==> config.mk <==
export PLATFORM = sky130hd
export DESIGN_NAME = multicycle_control_unit_flat
export DESIGN_NICKNAME = d
export VERILOG_FILES = /design/src/rtl/multicycle_control_unit_if.sv /design/src/rtl/multicycle_control_unit.sv /design/src/flat_wrapper.sv
export SDC_FILE = /design/constraint.sdc
export NUM_CORES = 1
export LEC_CHECK = 0
export ABC_AREA = 0
export CORE_AREA = 10 10 47 49
export CTS_BUF_LIST = sky130_fd_sc_hd__clkbuf_8 sky130_fd_sc_hd__clkbuf_16
export DETAILED_ROUTE_END_ITERATION = 10
export DIE_AREA = 0 0 57 59
export DONT_BUFFER_PORTS = 1
export GPL_ROUTABILITY_DRIVEN = 0
export PLACE_DENSITY_LB_ADDON = 0.1
export SLEW_MARGIN = 10
export SYNTH_ARGS = -nofsm -noshare
export SYNTH_HDL_FRONTEND = slang
export SYNTH_SLANG_ARGS = --single-unit
export TNS_END_PERCENT = 20
==> constraint.sdc <==
create_clock -name clk -period 1.73 [get_ports clk]
set_input_delay 0.0865 -clock clk [delete_from_list [all_inputs] [get_ports clk]]
set_output_delay 0.0865 -clock clk [all_outputs]
set_load 0.05 [all_outputs]
==> src/rtl/multicycle_control_unit_if.sv <==
//------------------------------------------------------------------------------
// Module   : multicycle_control_unit_if
// Purpose  : Handshake and control bundle between the instruction source and
//            the multi-cycle control unit, plus the datapath control outputs.
// Ports    : master - instruction source / memory side (drives InputBits,
//                     InstrValid, MemReady; observes all control outputs)
//            slave  - control unit (consumes the inputs, drives the outputs)
// Revision : 1.0 - initial release
//------------------------------------------------------------------------------
`default_nettype none

interface multicycle_control_unit_if #(
  parameter int INSTR_WIDTH = 8,
  parameter int ALUOP_WIDTH = 2
);
  logic [INSTR_WIDTH-1:0] InputBits;
  logic                   InstrValid;
  logic                   InstrReady;
  logic                   MemReady;
  logic                   RegWrite;
  logic [ALUOP_WIDTH-1:0] ALUop;
  logic                   ALUsrc;
  logic                   MemRead;
  logic                   MemWrite;
  logic                   MemToReg;
  logic                   IRWrite;
  logic                   PCWrite;
  logic                   Busy;
  logic                   IllegalOp;
  logic                   MemError;

  modport master (
    output InputBits, InstrValid, MemReady,
    input  InstrReady, RegWrite, ALUop, ALUsrc, MemRead, MemWrite, MemToReg,
           IRWrite, PCWrite, Busy, IllegalOp, MemError
  );

  modport slave (
    input  InputBits, InstrValid, MemReady,
    output InstrReady, RegWrite, ALUop, ALUsrc, MemRead, MemWrite, MemToReg,
           IRWrite, PCWrite, Busy, IllegalOp, MemError
  );
endinterface

`default_nettype wire

==> src/rtl/multicycle_control_unit.sv <==
//------------------------------------------------------------------------------
// Module   : multicycle_control_unit
// Purpose  : Multi-cycle control FSM (FETCH/DECODE/EXECUTE/MEM/WRITEBACK) for
//            the 8-bit datapath. Accepts an instruction over a valid/ready
//            handshake, waits on MemReady with a bounded timeout, and flags
//            illegal opcodes and memory timeouts.
// Ports    : clk   - clock, all state changes on the rising edge
//            reset - synchronous active-high reset
//            bus   - multicycle_control_unit_if.slave (handshake + controls)
// Revision : 1.0 - initial release
//------------------------------------------------------------------------------
`default_nettype none

module multicycle_control_unit #(
  parameter int INSTR_WIDTH  = 8,
  parameter int OPCODE_WIDTH = 3,
  parameter int ALUOP_WIDTH  = 2,
  parameter int MEM_TIMEOUT  = 15
) (
  input  wire logic                  clk,
  input  wire logic                  reset,
  multicycle_control_unit_if.slave   bus
);

  localparam int c_CNT_W = $clog2(MEM_TIMEOUT + 1);
  localparam logic [c_CNT_W-1:0] c_CNT_LAST = c_CNT_W'(MEM_TIMEOUT - 1);
  localparam logic [c_CNT_W-1:0] c_CNT_MAX  = c_CNT_W'(MEM_TIMEOUT);

  localparam logic [OPCODE_WIDTH-1:0] c_OP_ADD  = OPCODE_WIDTH'(3'b000);
  localparam logic [OPCODE_WIDTH-1:0] c_OP_ADDI = OPCODE_WIDTH'(3'b100);
  localparam logic [OPCODE_WIDTH-1:0] c_OP_SW   = OPCODE_WIDTH'(3'b101);
  localparam logic [OPCODE_WIDTH-1:0] c_OP_LW   = OPCODE_WIDTH'(3'b110);
  localparam logic [OPCODE_WIDTH-1:0] c_OP_SLL  = OPCODE_WIDTH'(3'b111);

  typedef enum logic [2:0] {
    S_FETCH     = 3'd0,
    S_DECODE    = 3'd1,
    S_EXECUTE   = 3'd2,
    S_MEM       = 3'd3,
    S_WRITEBACK = 3'd4
  } state_t;

  state_t                  r_state;
  logic [OPCODE_WIDTH-1:0] r_opcode;
  logic [c_CNT_W-1:0]      r_cnt;

  logic w_legal;
  logic w_is_lw;
  logic w_is_sw;
  logic w_is_mem;
  logic w_is_sll;
  logic w_alusrc_op;
  logic w_timeout;

  // Only the opcode field of the instruction word matters to this unit.
  wire w_unused_bits = &{1'b0, bus.InputBits};

  assign w_is_lw     = (r_opcode == c_OP_LW);
  assign w_is_sw     = (r_opcode == c_OP_SW);
  assign w_is_sll    = (r_opcode == c_OP_SLL);
  assign w_is_mem    = w_is_lw | w_is_sw;
  assign w_legal     = (r_opcode == c_OP_ADD) | (r_opcode == c_OP_ADDI) | w_is_mem | w_is_sll;
  assign w_alusrc_op = w_legal & (r_opcode != c_OP_ADD);
  // Last permitted MEM cycle without a MemReady.
  assign w_timeout   = (r_cnt == c_CNT_LAST) & ~bus.MemReady;

  always_ff @(posedge clk) begin
    if (reset) begin
      r_state  <= S_FETCH;
      r_opcode <= '0;
      r_cnt    <= '0;
    end else begin
      case (r_state)
        S_FETCH: begin
          if (bus.InstrValid) begin
            r_opcode <= bus.InputBits[INSTR_WIDTH-1 -: OPCODE_WIDTH];
            r_state  <= S_DECODE;
          end
        end
        S_DECODE: begin
          r_state <= w_legal ? S_EXECUTE : S_FETCH;
        end
        S_EXECUTE: begin
          r_cnt   <= '0;
          r_state <= w_is_mem ? S_MEM : S_WRITEBACK;
        end
        S_MEM: begin
          if (bus.MemReady) begin
            r_state <= w_is_lw ? S_WRITEBACK : S_FETCH;
          end else if (w_timeout) begin
            r_state <= S_FETCH;
          end else if (r_cnt != c_CNT_MAX) begin
            r_cnt <= r_cnt + 1'b1;
          end
        end
        S_WRITEBACK: begin
          r_state <= S_FETCH;
        end
        default: begin
          r_state <= S_FETCH;
        end
      endcase
    end
  end

  // Control outputs are a pure decode of the state and the latched opcode so
  // that a zero-wait MemReady and the IR load act within the same cycle.
  always_comb begin
    bus.InstrReady = 1'b0;
    bus.IRWrite    = 1'b0;
    bus.RegWrite   = 1'b0;
    bus.ALUop      = '0;
    bus.ALUsrc     = 1'b0;
    bus.MemRead    = 1'b0;
    bus.MemWrite   = 1'b0;
    bus.MemToReg   = 1'b0;
    bus.PCWrite    = 1'b0;
    bus.IllegalOp  = 1'b0;
    bus.MemError   = 1'b0;
    bus.Busy       = (r_state != S_FETCH);
    case (r_state)
      S_FETCH: begin
        bus.InstrReady = 1'b1;
        bus.IRWrite    = bus.InstrValid;
      end
      S_DECODE: begin
        bus.ALUsrc    = w_alusrc_op;
        bus.IllegalOp = ~w_legal;
      end
      S_EXECUTE: begin
        bus.ALUsrc = w_alusrc_op;
        bus.ALUop  = w_is_sll ? ALUOP_WIDTH'(1) : '0;
      end
      S_MEM: begin
        bus.ALUsrc   = 1'b1;
        bus.MemRead  = w_is_lw;
        bus.MemToReg = w_is_lw;
        bus.MemWrite = w_is_sw;
        bus.PCWrite  = w_is_sw & bus.MemReady;
        bus.MemError = w_timeout;
      end
      S_WRITEBACK: begin
        bus.RegWrite = 1'b1;
        bus.PCWrite  = 1'b1;
        bus.MemToReg = w_is_lw;
      end
      default: begin
        bus.Busy = 1'b1;
      end
    endcase
  end

endmodule

`default_nettype wire

==> src/flat_wrapper.sv <==
// flat-port wrapper written by rule: the top's interface ports become plain ports
module multicycle_control_unit_flat 
#(
  parameter int INSTR_WIDTH  = 8,
  parameter int OPCODE_WIDTH = 3,
  parameter int ALUOP_WIDTH  = 2,
  parameter int MEM_TIMEOUT  = 15
)
  (clk, reset, bus_InputBits, bus_InstrValid, bus_MemReady, bus_InstrReady, bus_RegWrite, bus_ALUop, bus_ALUsrc, bus_MemRead, bus_MemWrite, bus_MemToReg, bus_IRWrite, bus_PCWrite, bus_Busy, bus_IllegalOp, bus_MemError);
  multicycle_control_unit_if #(.INSTR_WIDTH(INSTR_WIDTH), .ALUOP_WIDTH(ALUOP_WIDTH)) bus_i ();
  input  wire logic clk;
  input  wire logic reset;
  input wire logic [$bits(bus_i.InputBits)-1:0] bus_InputBits;
  input wire logic [$bits(bus_i.InstrValid)-1:0] bus_InstrValid;
  input wire logic [$bits(bus_i.MemReady)-1:0] bus_MemReady;
  output wire logic [$bits(bus_i.InstrReady)-1:0] bus_InstrReady;
  output wire logic [$bits(bus_i.RegWrite)-1:0] bus_RegWrite;
  output wire logic [$bits(bus_i.ALUop)-1:0] bus_ALUop;
  output wire logic [$bits(bus_i.ALUsrc)-1:0] bus_ALUsrc;
  output wire logic [$bits(bus_i.MemRead)-1:0] bus_MemRead;
  output wire logic [$bits(bus_i.MemWrite)-1:0] bus_MemWrite;
  output wire logic [$bits(bus_i.MemToReg)-1:0] bus_MemToReg;
  output wire logic [$bits(bus_i.IRWrite)-1:0] bus_IRWrite;
  output wire logic [$bits(bus_i.PCWrite)-1:0] bus_PCWrite;
  output wire logic [$bits(bus_i.Busy)-1:0] bus_Busy;
  output wire logic [$bits(bus_i.IllegalOp)-1:0] bus_IllegalOp;
  output wire logic [$bits(bus_i.MemError)-1:0] bus_MemError;
  assign bus_i.InputBits = bus_InputBits;
  assign bus_i.InstrValid = bus_InstrValid;
  assign bus_i.MemReady = bus_MemReady;
  assign bus_InstrReady = bus_i.InstrReady;
  assign bus_RegWrite = bus_i.RegWrite;
  assign bus_ALUop = bus_i.ALUop;
  assign bus_ALUsrc = bus_i.ALUsrc;
  assign bus_MemRead = bus_i.MemRead;
  assign bus_MemWrite = bus_i.MemWrite;
  assign bus_MemToReg = bus_i.MemToReg;
  assign bus_IRWrite = bus_i.IRWrite;
  assign bus_PCWrite = bus_i.PCWrite;
  assign bus_Busy = bus_i.Busy;
  assign bus_IllegalOp = bus_i.IllegalOp;
  assign bus_MemError = bus_i.MemError;
  multicycle_control_unit #(.INSTR_WIDTH(INSTR_WIDTH), .OPCODE_WIDTH(OPCODE_WIDTH), .ALUOP_WIDTH(ALUOP_WIDTH), .MEM_TIMEOUT(MEM_TIMEOUT)) u_core (.clk(clk), .reset(reset), .bus(bus_i));
endmodule
* Word-level counts from Yosys, hierarchy flattened
Index checks and enable logic that the tools add are counted.
** Storage, ports and cells
- Bits in registers :: 10
- Word-level logic and storage cells :: 63
** Cells by class
- Add/sub/neg operators :: 1
- Eq/ne operators :: 15
- Muxes and demuxes :: 24
- Bitwise gates (word level) :: 9
- Reductions and logical operators :: 11
** Operator list (number)
- $eq A3 B3 Y1 const B :: 5
- $mux W3 :: 5
- $mux W4 :: 3
- $pmux W3 S4 :: 1
- $mux W1 :: 10
- $pmux W4 S2 :: 1
- $eq A3 B2 Y1 const B :: 2
- $logic_not A3 Y1 :: 2
- $ne A2 B2 Y1 const B :: 3
- $reduce_bool A3 Y1 :: 2
- $reduce_or A5 Y1 :: 1
- $add A4 B1 Y4 const B :: 1
- $eq A4 B4 Y1 const B :: 1
- $mux W2 :: 2
- $ne A4 B4 Y1 const B :: 1
- $or A1 B1 Y1 :: 4
- $pmux W1 S2 :: 2
- $reduce_and A2 Y1 :: 2
- $reduce_and A4 Y1 :: 1
- $reduce_or A2 Y1 :: 2
- $and A1 B1 Y1 :: 3
- $eq A3 B1 Y1 const B :: 1
- $ne A3 B2 Y1 const B :: 1
- $ne A2 B1 Y1 const B :: 1
- 2 further kinds :: 3

* Logic depth before layout (Yosys ltp)
- Depth in word-level cells :: 6
- Mapped depth :: 6

* Least setup slack after synthesis
OpenSTA, ideal clock, no wires.
- Path kind :: register to output
- Start point :: register u_core.r_state[1]
- End point :: output bus_MemToReg
- Arrival time :: 2.915 ns
- Required time :: 1.643 ns
- Slack :: -1.271 ns
- Cell stages (with the launch flop) :: 5
- Buffers on the path :: 1
- Cells stage by stage :: dfxtp_1 > buf_2 > nor3b_1 > nor2b_1 > nor3_1
** On the way
- Word-level cells in the longest chain between the ends :: 3
** RTL lines
- from (decl) :: line multicycle_control_unit.sv:43 : state_t r_state;
- from (signal assigned) :: line multicycle_control_unit.sv:81 : r_state <= w_legal ? S_EXECUTE : S_FETCH;
- from (signal assigned) :: line multicycle_control_unit.sv:85 : r_state <= w_is_mem ? S_MEM : S_WRITEBACK;
- from (signal assigned) :: line multicycle_control_unit.sv:89 : r_state <= w_is_lw ? S_WRITEBACK : S_FETCH;
- $eq A3 B3 Y1 or $eq A3 B2 Y1 (tied branches) :: line multicycle_control_unit.sv:121 : case (r_state)
- $reduce_or A2 Y1 (no source line) (*)
- $mux W1 (*) :: line multicycle_control_unit.sv:121
- to (decl) :: line flat_wrapper.sv:22 : output wire logic [$bits(bus_i.MemToReg)-1:0] bus_MemToReg;
Every way passes the cells marked *; elsewhere a longest branch is shown, timed or not.

* Worst setup path after layout
- Start point :: register u_core.r_state[2]
- End point :: output bus_MemToReg
Same word-level chain as after synthesis.

==> impl_metrics.toml <==
[run_status]
status = "complete, no violations"

[timing]
max_freq_mhz = 641
rsz0062_at_grt = "no"
fin_crit_sh_pct = 90.2
setup_viol = 0
slew_viol_final = 0
clock_skew_ns = 0.00385
final.min_clock_period_ns = 1.56
hold_viol = 0

[finish]
fin_cells = 121
design_area_um2 = 892
area_growth_pct = 34.8
fill_cells = 130
fin_nets = 120
drive_gt1_share_pct = 28.6
antenna_cells = 0

[critical_path]
rr_startpoint = "u_core.r_cnt[0]$_SDFFE_PP0P_"
critPathArrivalTime_ns = 1.47
crit_start = "u_core.r_state[2]$_SDFFE_PP0P_"
slowest_delay_ns = 0.49
endpoint_kind = "output port"
path_class = "reg -> out"
startpoint_type = "register"
crit_chain = "nor3b_2 > nor2b_1 > nor3_2 > buf_4"
critPathRequiredTime_ns = 1.64
cp_slowest_cell = "dfxtp_1"
path_max_fanout = 7

[detailed_routing]
via_per_inst = 5.72
drt_iter0_drc = 6
first_pass_iters = 4
wl_per_cell_um = 14.9
antenna_left = 0
drc_errors = 0
wl_mm = 1.80
via_count = 692

[worst_hold_path]
hp-start = "bus_InputBits[5]"
hp-class = "in -> reg"

[power_and_ir_drop]
power.switching_w = 0.000217
fin_total_pwr_w = 0.000709
p_per_area_nw_per_um2 = 795
pwr-share-comb_pct = 19.9
p_sw_share_pct = 30.6
power.share.clock_pct = 42.5
p_leak_nw = 0.366
internal_power_w = 0.000492
ir_drop_uv = 534
p_seq_share_pct = 37.6

[die]
die_area_um2 = 3360
io_pins = 25
dieHeight_um = 59
coreArea_um2 = 1400
start_util_pct = 47.2
die-width_um = 57
num_rows = 14

[job]
cap_violations = 0

[clocking]
cts_setup_buffers = 0
cts_tree = "done"
insertion_delay_ns = 0.24
path_clk_slew_ns = 0.05
cts_buffer_depth = 2
root_buffer = "clkbuf_8"
clock-sinks = 10
cts_made_buffers = 3
htreeDepth = 1

[synthesis]
synthCells = 92
syn_avg_cell_area_um2 = 7.19
ys_seq_elements = 10
syn_area_um2 = 662
yosys.cell_types.count = 29
synth_seq_area_share_pct = 30.2
yosysTopAreaCell = "dfxtp_1"
synth_nets = 106
synth.area.top_cells = "dfxtp_1, a21oi_1, nand2_1, nand3_1, nor3_1"
ys.warnings.count = 0
synth_top_area_share_pct = 30.2

[place]
dp_hpwl_mm = 1.35
dp.cells = 116
placed_area_um2 = 823
port_buffers = 0

[grt]
track_usage_pct = 10.9
grt_pass1_vias = 705
grt_start_max_net_pins = 14
antenna_found_initial = 0
grt_first_pass_wirelength_mm = 3.05
gr-total-overflow = 0
-- timing repair --
action	in CTS	in global routing
gates resized for setup	0	3
endpoints found under the hold margin	10	0
hold buffers	1	0
endpoints found under the setup margin	0	7
-- worst paths after layout --
kind,endpoint,slack [ns],depth (start not counted)
max,bus_MemToReg,0.17,4
min,u_core.r_opcode[0]$_SDFFE_PP0P_,0.005,2
max reg2reg,u_core.r_cnt[0]$_SDFFE_PP0P_,0.23,7
min reg2reg,u_core.r_cnt[0]$_SDFFE_PP0P_,0.50,2
-- synth_stat cells (all sizes together) --
cell type  count
nand2         14
a21oi         11
dfxtp         10
nor3           7
buf            6
nand3          6
a31oi          4
inv            4
nand2b         4
nor2           4
a21o           2
ha             2
nand4b         2
nor2b          2
nor4           2
o21ai          2
a211oi         1
clkbuf         1
conb           1
nand3b         1
nor3b          1
nor4b          1
o211ai         1
o22ai          1
or3            1
xor2           1
-- cells in the final DEF (no fill, tap or decap), types with 3 or more instances in the layout --
cell type / count
nand2b_1: 4
nor2_1: 4
a31oi_1: 4
dfxtp_2: 3
nand2_1: 14
inv_1: 4
nor3_2: 3
dfxtp_1: 7
nor3_1: 3
a21oi_1: 11
nand3_1: 6
buf_4: 13
clkbuf_8: 4
-- critical path: cells and delay by family (launching register included) --
family	cells	cell delay, ns
DFF	1	0.49
buffers and inverters	1	0.22
and+or+nand+nor	3	0.53
-- state kept, by name (all words and copies together) (netlist names) --
| signal | flops |
|---|---|
| u_core.r_cnt | 4 |
| u_core.r_state | 3 |
| u_core.r_opcode | 3 |
-- cell families after synthesis --
kind of cell	share of synthesized area (%)
AOI/OAI and AO/OA	19.1
xor gates and xnor gates	1.32
adders and majority gates	3.78
buffers and inverters	7.56
DFF	30.2
other	0.567
and+or+nand+nor	37.4
-- cell type report --
type | count | area [um^2] | share of cell area (%)
multi-input combinational | 71 | 450 | 50.5
sequential | 10 | 204 | 22.9
timing repair buffer | 16 | 148 | 16.5
clock buffer | 4 | 55.1 | 6.17
tap | 16 | 20.0 | 2.24
inverter | 4 | 15.0 | 1.68
-- stage by stage --
step	hold slack [ns]	TNS [ns]	setup slack, ns	utilization, %
final	0.00510	0	0.170	63.7
after global routing	0.0157	0	0.0545	63.7
after CTS	0.00768	0	0.000364	63.4
after detailed placement	0.160	0	0.172	58.8
after global placement	0.158	0	0.198	58.8
after floorplan	0.234	-1.50	-0.462	-
-- power by group through the flow --
stage                     combinational [W]  clock [W]  sequential (W)
after floorplan                    0.000117          0        0.000250
after global placement             0.000135          0        0.000270
after detailed placement           0.000136          0        0.000270
after CTS                          0.000142   0.000305        0.000265
after global routing               0.000151   0.000322        0.000269
final                              0.000141   0.000301        0.000267
-- layer usage --
metal	part of all wire (%)	global-route usage, %	wire length, um	vias up
met5	0	0	0	-
met4	1.4	5.03	25	0
met3	4.2	4.29	76	4
met2	50	18.6	902	10
met1	44	11.7	798	329
li1	-	-	-	349
No activity file was read; power rests on OpenSTA's default activity.
